## src/rtl/proc_network_interface.sv

```systemverilog
`default_nettype none
// ============================================================================
// Module   : proc_network_interface
// Purpose  : Clocked endpoint between a synchronous processing element and a
//            router processor port. TX packs {dst_x, dst_y, payload} into a
//            flit and injects it over a 2-phase bundled-data req/ack channel.
//            RX accepts flits from the router over the same protocol and
//            presents them as a one-entry valid/ready stream. The asynchronous
//            handshake inputs (out_ack, in_req) are synchronized into clk.
// Ports    : clk, rst (async, active-low)
//            tx_valid/tx_ready/tx_dst_x/tx_dst_y/tx_payload : core -> TX
//            out_req/out_ack/out_data                       : TX -> router
//            in_req/in_ack/in_data                          : router -> RX
//            rx_valid/rx_ready/rx_data/rx_misroute          : RX -> core
// Params   : n (flit width, must exceed maxx+maxy), maxx, maxy (header field
//            widths), srcx, srcy (this node), SYNC_STAGES (>= 2)
// Revision : 1.0 - initial release
// ============================================================================
module proc_network_interface #(
   parameter int n           = 32,
   parameter int maxx        = 1,
   parameter int maxy        = 1,
   parameter int srcx        = 0,
   parameter int srcy        = 0,
   parameter int SYNC_STAGES = 2
) (
   input  logic                   clk,
   input  logic                   rst,
   // core transmit stream
   input  logic                   tx_valid,
   output logic                   tx_ready,
   input  logic [maxx-1:0]        tx_dst_x,
   input  logic [maxy-1:0]        tx_dst_y,
   input  logic [n-maxx-maxy-1:0] tx_payload,
   // 2-phase channel to router processor input
   output logic                   out_req,
   input  logic                   out_ack,
   output logic [n-1:0]           out_data,
   // 2-phase channel from router processor output
   input  logic                   in_req,
   output logic                   in_ack,
   input  logic [n-1:0]           in_data,
   // core receive stream
   output logic                   rx_valid,
   input  logic                   rx_ready,
   output logic [n-1:0]           rx_data,
   output logic                   rx_misroute
);

   localparam logic [maxx-1:0] c_src_x = maxx'(srcx);
   localparam logic [maxy-1:0] c_src_y = maxy'(srcy);

   typedef enum logic [1:0] {
      TX_IDLE = 2'd0,
      TX_LOAD = 2'd1,
      TX_WAIT = 2'd2
   } tx_state_t;

   // ------------------------------------------------------------------------
   // Handshake synchronizers: shift toward the MSB, use the last stage only.
   // ------------------------------------------------------------------------
   logic [SYNC_STAGES-1:0] r_ack_sync;
   logic [SYNC_STAGES-1:0] r_req_sync;
   logic                   w_ack_s;
   logic                   w_req_s;

   always_ff @(posedge clk or negedge rst) begin
      if (!rst) begin
         r_ack_sync <= '0;
         r_req_sync <= '0;
      end else begin
         r_ack_sync <= {r_ack_sync[SYNC_STAGES-2:0], out_ack};
         r_req_sync <= {r_req_sync[SYNC_STAGES-2:0], in_req};
      end
   end

   assign w_ack_s = r_ack_sync[SYNC_STAGES-1];
   assign w_req_s = r_req_sync[SYNC_STAGES-1];

   // ------------------------------------------------------------------------
   // TX FSM. Data is loaded one state before req toggles so the bundled data
   // is settled for a full cycle ahead of the request edge.
   // ------------------------------------------------------------------------
   tx_state_t r_tx_state;
   tx_state_t w_tx_state_next;
   logic      w_load;
   logic      w_toggle;

   always_comb begin
      w_tx_state_next = r_tx_state;
      w_load          = 1'b0;
      w_toggle        = 1'b0;
      case (r_tx_state)
         TX_IDLE: begin
            if (tx_valid && tx_ready) begin
               w_load          = 1'b1;
               w_tx_state_next = TX_LOAD;
            end
         end
         TX_LOAD: begin
            w_toggle        = 1'b1;
            w_tx_state_next = TX_WAIT;
         end
         TX_WAIT: begin
            // phases match again once the router has acknowledged
            if (w_ack_s == out_req)
               w_tx_state_next = TX_IDLE;
         end
         default: w_tx_state_next = TX_IDLE;
      endcase
   end

   always_ff @(posedge clk or negedge rst) begin
      if (!rst) begin
         r_tx_state <= TX_IDLE;
         tx_ready   <= 1'b1;
         out_req    <= 1'b0;
         out_data   <= '0;
      end else begin
         r_tx_state <= w_tx_state_next;
         // registered from the next state: no path from tx_valid to tx_ready
         tx_ready   <= (w_tx_state_next == TX_IDLE);
         if (w_load)
            out_data <= {tx_dst_x, tx_dst_y, tx_payload};
         if (w_toggle)
            out_req <= ~out_req;
      end
   end

   // ------------------------------------------------------------------------
   // RX slot. A pending transfer is captured when the slot is empty or is
   // being consumed on this same edge; acking on the capture edge releases
   // the router, which otherwise holds in_data stable.
   // ------------------------------------------------------------------------
   logic w_pending;
   logic w_free;
   logic w_capture;
   logic w_hdr_bad;

   assign w_pending = (w_req_s != in_ack);
   assign w_free    = !rx_valid || rx_ready;
   assign w_capture = w_pending && w_free;
   assign w_hdr_bad = (in_data[n-1 -: maxx] != c_src_x) ||
                      (in_data[n-maxx-1 -: maxy] != c_src_y);

   always_ff @(posedge clk or negedge rst) begin
      if (!rst) begin
         in_ack      <= 1'b0;
         rx_valid    <= 1'b0;
         rx_data     <= '0;
         rx_misroute <= 1'b0;
      end else begin
         if (w_capture) begin
            rx_data  <= in_data;
            rx_valid <= 1'b1;
            in_ack   <= ~in_ack;
            if (w_hdr_bad)
               rx_misroute <= 1'b1;
         end else if (rx_valid && rx_ready) begin
            rx_valid <= 1'b0;
         end
      end
   end

endmodule
`default_nettype wire
```

## config.mk

```make
export PLATFORM = sky130hd
export DESIGN_NAME = proc_network_interface
export DESIGN_NICKNAME = d
export VERILOG_FILES = /design/src/rtl/proc_network_interface.sv
export SDC_FILE = /design/constraint.sdc
export NUM_CORES = 1
export LEC_CHECK = 0
export ABC_AREA = 1
export CORE_MARGIN = 3
export CORE_UTILIZATION = 44
export DETAILED_ROUTE_END_ITERATION = 10
export GPL_ROUTABILITY_DRIVEN = 0
export HOLD_SLACK_MARGIN = 0.03
export PLACE_DENSITY = 0.86
export SYNTH_ARGS = -nofsm -noshare
export SYNTH_HDL_FRONTEND = slang
export SYNTH_SLANG_ARGS = --single-unit
```

## constraint.sdc

```tcl
create_clock -name clk -period 2.5 [get_ports clk]
set_input_delay 0.5 -clock clk [delete_from_list [all_inputs] [get_ports clk]]
set_output_delay 0.5 -clock clk [all_outputs]
set_load 0.05 [all_outputs]
```

==> impl_results.md <==
* #FFs+latches synth at 75
* Clock transition at path regs at 80 ps
* Crit path max-delay cell type: clkdlybuf4s50_1
* Most frequent cells in the layout: nand2_1 (161), clkdlybuf4s50_1 (137), dfrtp_1 (74)
* Layout cells sized above 1 at 0.08168
* CP peak stage delay at 810 ps
* P_leak at 2.233 nW
* Mean Syn Cell Area at 9.358 um2
* Required @ worst endpoint at 2000 ps
* Sequential Power Share at 0.309
* PwrDens at 1359 nW/um2
* Place WS at 609.6 ps
* Slew @ Worst Pin at 896.2 ps
* Area of the core at 6386 um2
* First-pass iteration count of the detailed router at 4
* Post-DP HPWL at 5285 um
* Syn Inst Count at 311
* Synth area leaders: dfrtp_1 (64%), nand2_1 (21%), nand3_1 (5.8%)
* Area leader, netlist: dfrtp_1
* Final hold viol count at 0
* CTS tree: built
* Clk Latency, worst-skew pair at 330 ps
* CP bufs+invs at 1
* Post-route clock skew at 5.667 ps
* Distinct cells, synth at 19
* Post-synth top area share at 0.6363
* Commonest non-fill, non-tap cell in the layout: nand2_1
* Uppermost layer routed: met4
* DRT met1 WL at 2848 um
* Clk sinks at 75
* CP Class: reg2out
* Post-CTS setup buffer count at 0
* Crit path launch: tx_ready
* Num CTS Buffers at 9
* Clock buffer depth at 2
* # Max-Cap Violations at 0
* Sw frac at 0.4652
* Worst Slack Setup Final at 317.9 ps
* DIE HEIGHT at 87.33 um
* Fmax at 458.3 MHz
* Setup TNS at 0 ps
* First-pass GRT wire length at 11470 um
* IO buf count at 138
* Clock network power share at 0.168
* Maximum VDD drop at 0.0009309 V
* DRT antenna net count at 0
* Ant diodes at 0
* CP top delay family: buffers and inverters
* Final #Nets at 518
* Crit. End Element: primary output
* Largest net degree at the start of global routing at 76
* RR Startpoint: in_ack
* Wire per inst at 13.61 um
* Sequential area share after synthesis at 0.6453
* IO Pins at 139
* Fin crit share at 0.8728
* Worst EP arrival at 1680 ps
* Initial antenna violation count at 0
* Syn-to-layout area delta at 55.55%
* Root buffer cell: clkbuf_8
* Cell Count, Final, Fillers Out at 530
* DIE WIDTH at 87.33 um
* Post-Place Cells at 514
* Finish-stage setup viols at 0
* WL met2 at 3447 um
* Post-Route WL at 7212 um
* Post-Syn Nets at 381
* All-Layer GR Usage at 0.1946
* Htree depth at 3
* Vias per cell at 4.800
* Post-synthesis cell area at 2910 um2
* Die ar. at 7627 um2
* CP max FO at 2
* Critical Path, Cell by Cell: clkdlybuf4s50_1
* RSZ-0062 raised after global routing: false
* Int Power at 3.290 mW
* Register-to-register setup slack at 1160 ps
* Max-slew headroom at 0.4025
* Hold crit path type: in2async
* Drt drc at 0
* Status: finished clean
* Combinational share of power at 0.524
* Initial Util at 0.4557
* Final core occ at 0.7089
* Max Slew Vio Count at 0
* Syn. warnings at 0
* PostCTS Resize Cnt at 0
* Std-Cell Rows at 29
* Fin crit period at 2182 ps
* Via count at 2544
* 1st-iter DRT viols at 71
* GRT overflow at 0
* Net switching power at 2.862 mW
* CP startpoint kind: flip-flop
* CTS Hold Buffers Added at 0
* Final hold slack at 300.7 ps
* Number of global-route vias before repair at 2519
* Met3 wire length at 819 um
-- routing by layer --
| metal | vias up | track usage |
|---|---|---|
| li1 | 1233 | - |
| met1 | 1186 | 0.2200 |
| met2 | 116 | 0.3267 |
| met3 | 9 | 0.08515 |
| met4 | 0 | 0.06834 |
| met5 | - | 0 |
-- cell families (layout without fill, tap and decap cells) --
kind of cell	Yosys count	count (layout)	share of synthesized area
compound gates	1	1	0.001718
xor+xnor	1	1	0.003010
buf+inv	23	165	0.04815
flops	75	75	0.6453
simple gates	211	211	0.3018
-- through the flow --
step,area [um2],total power [mW]
global route,4527,6.478
global placement,4300,5.094
detailed placement,4300,5.168
finish,4527,6.152
floorplan,2910,4.033
CTS,4527,6.218
-- worst paths after layout --
kind | endpoint | cells after the start
setup / recovery | tx_ready | 1
hold / removal | out_data[17] | 1
setup reg to reg | rx_data[6] | 6
hold reg to reg | r_ack_sync[1] | 0
max in group asynchronous | rx_data[16] | 1
min in group clk | r_ack_sync[1] | 0
-- layout make-up --
class                   instances  area, um2
multi-input cells             213      892.1
fillers                       500       1859
inverters                       8      32.53
flip-flops and latches         75       1878
well taps                      77      96.34
clock inverters                 5      75.07
clock buffers                  11      151.4
repair buffers                141       1401
-- registers in the layout, indices dropped and copies added (netlist names) --
register / cells
out_data: 32
r_ack_sync: 2
tx_ready: 1
rx_data: 32
rx_misroute: 1
r_tx_state: 2
out_req: 1
r_req_sync: 2
in_ack: 1
rx_valid: 1
-- cell usage after synthesis --
master   number
dfstp_2       1
nand3_1      34
inv_2         1
nand2_4       1
inv_1         6
buf_4         4
buf_2         8
nand2_1     161
xor2_1        1
inv_4         1
nand2_2      10
o21ai_0       1
nor2_1        2
nand3_2       1
buf_6         2
nor2_2        1
dfrtp_1      74
buf_8         1
or2_2         1
-- power by group through the flow --
stage          sequential (mW)  clock (mW)  combinational [mW]
2_1_floorplan             3.38           0               0.649
3_3_place_gp              1.90           0                3.20
3_5_place_dp              1.92           0                3.25
4_1_cts                   1.90        1.06                3.26
5_1_grt                   1.95        1.11                3.42
6_report                  1.90        1.03                3.22
Note: power is estimated with default switching activity, not from simulation.
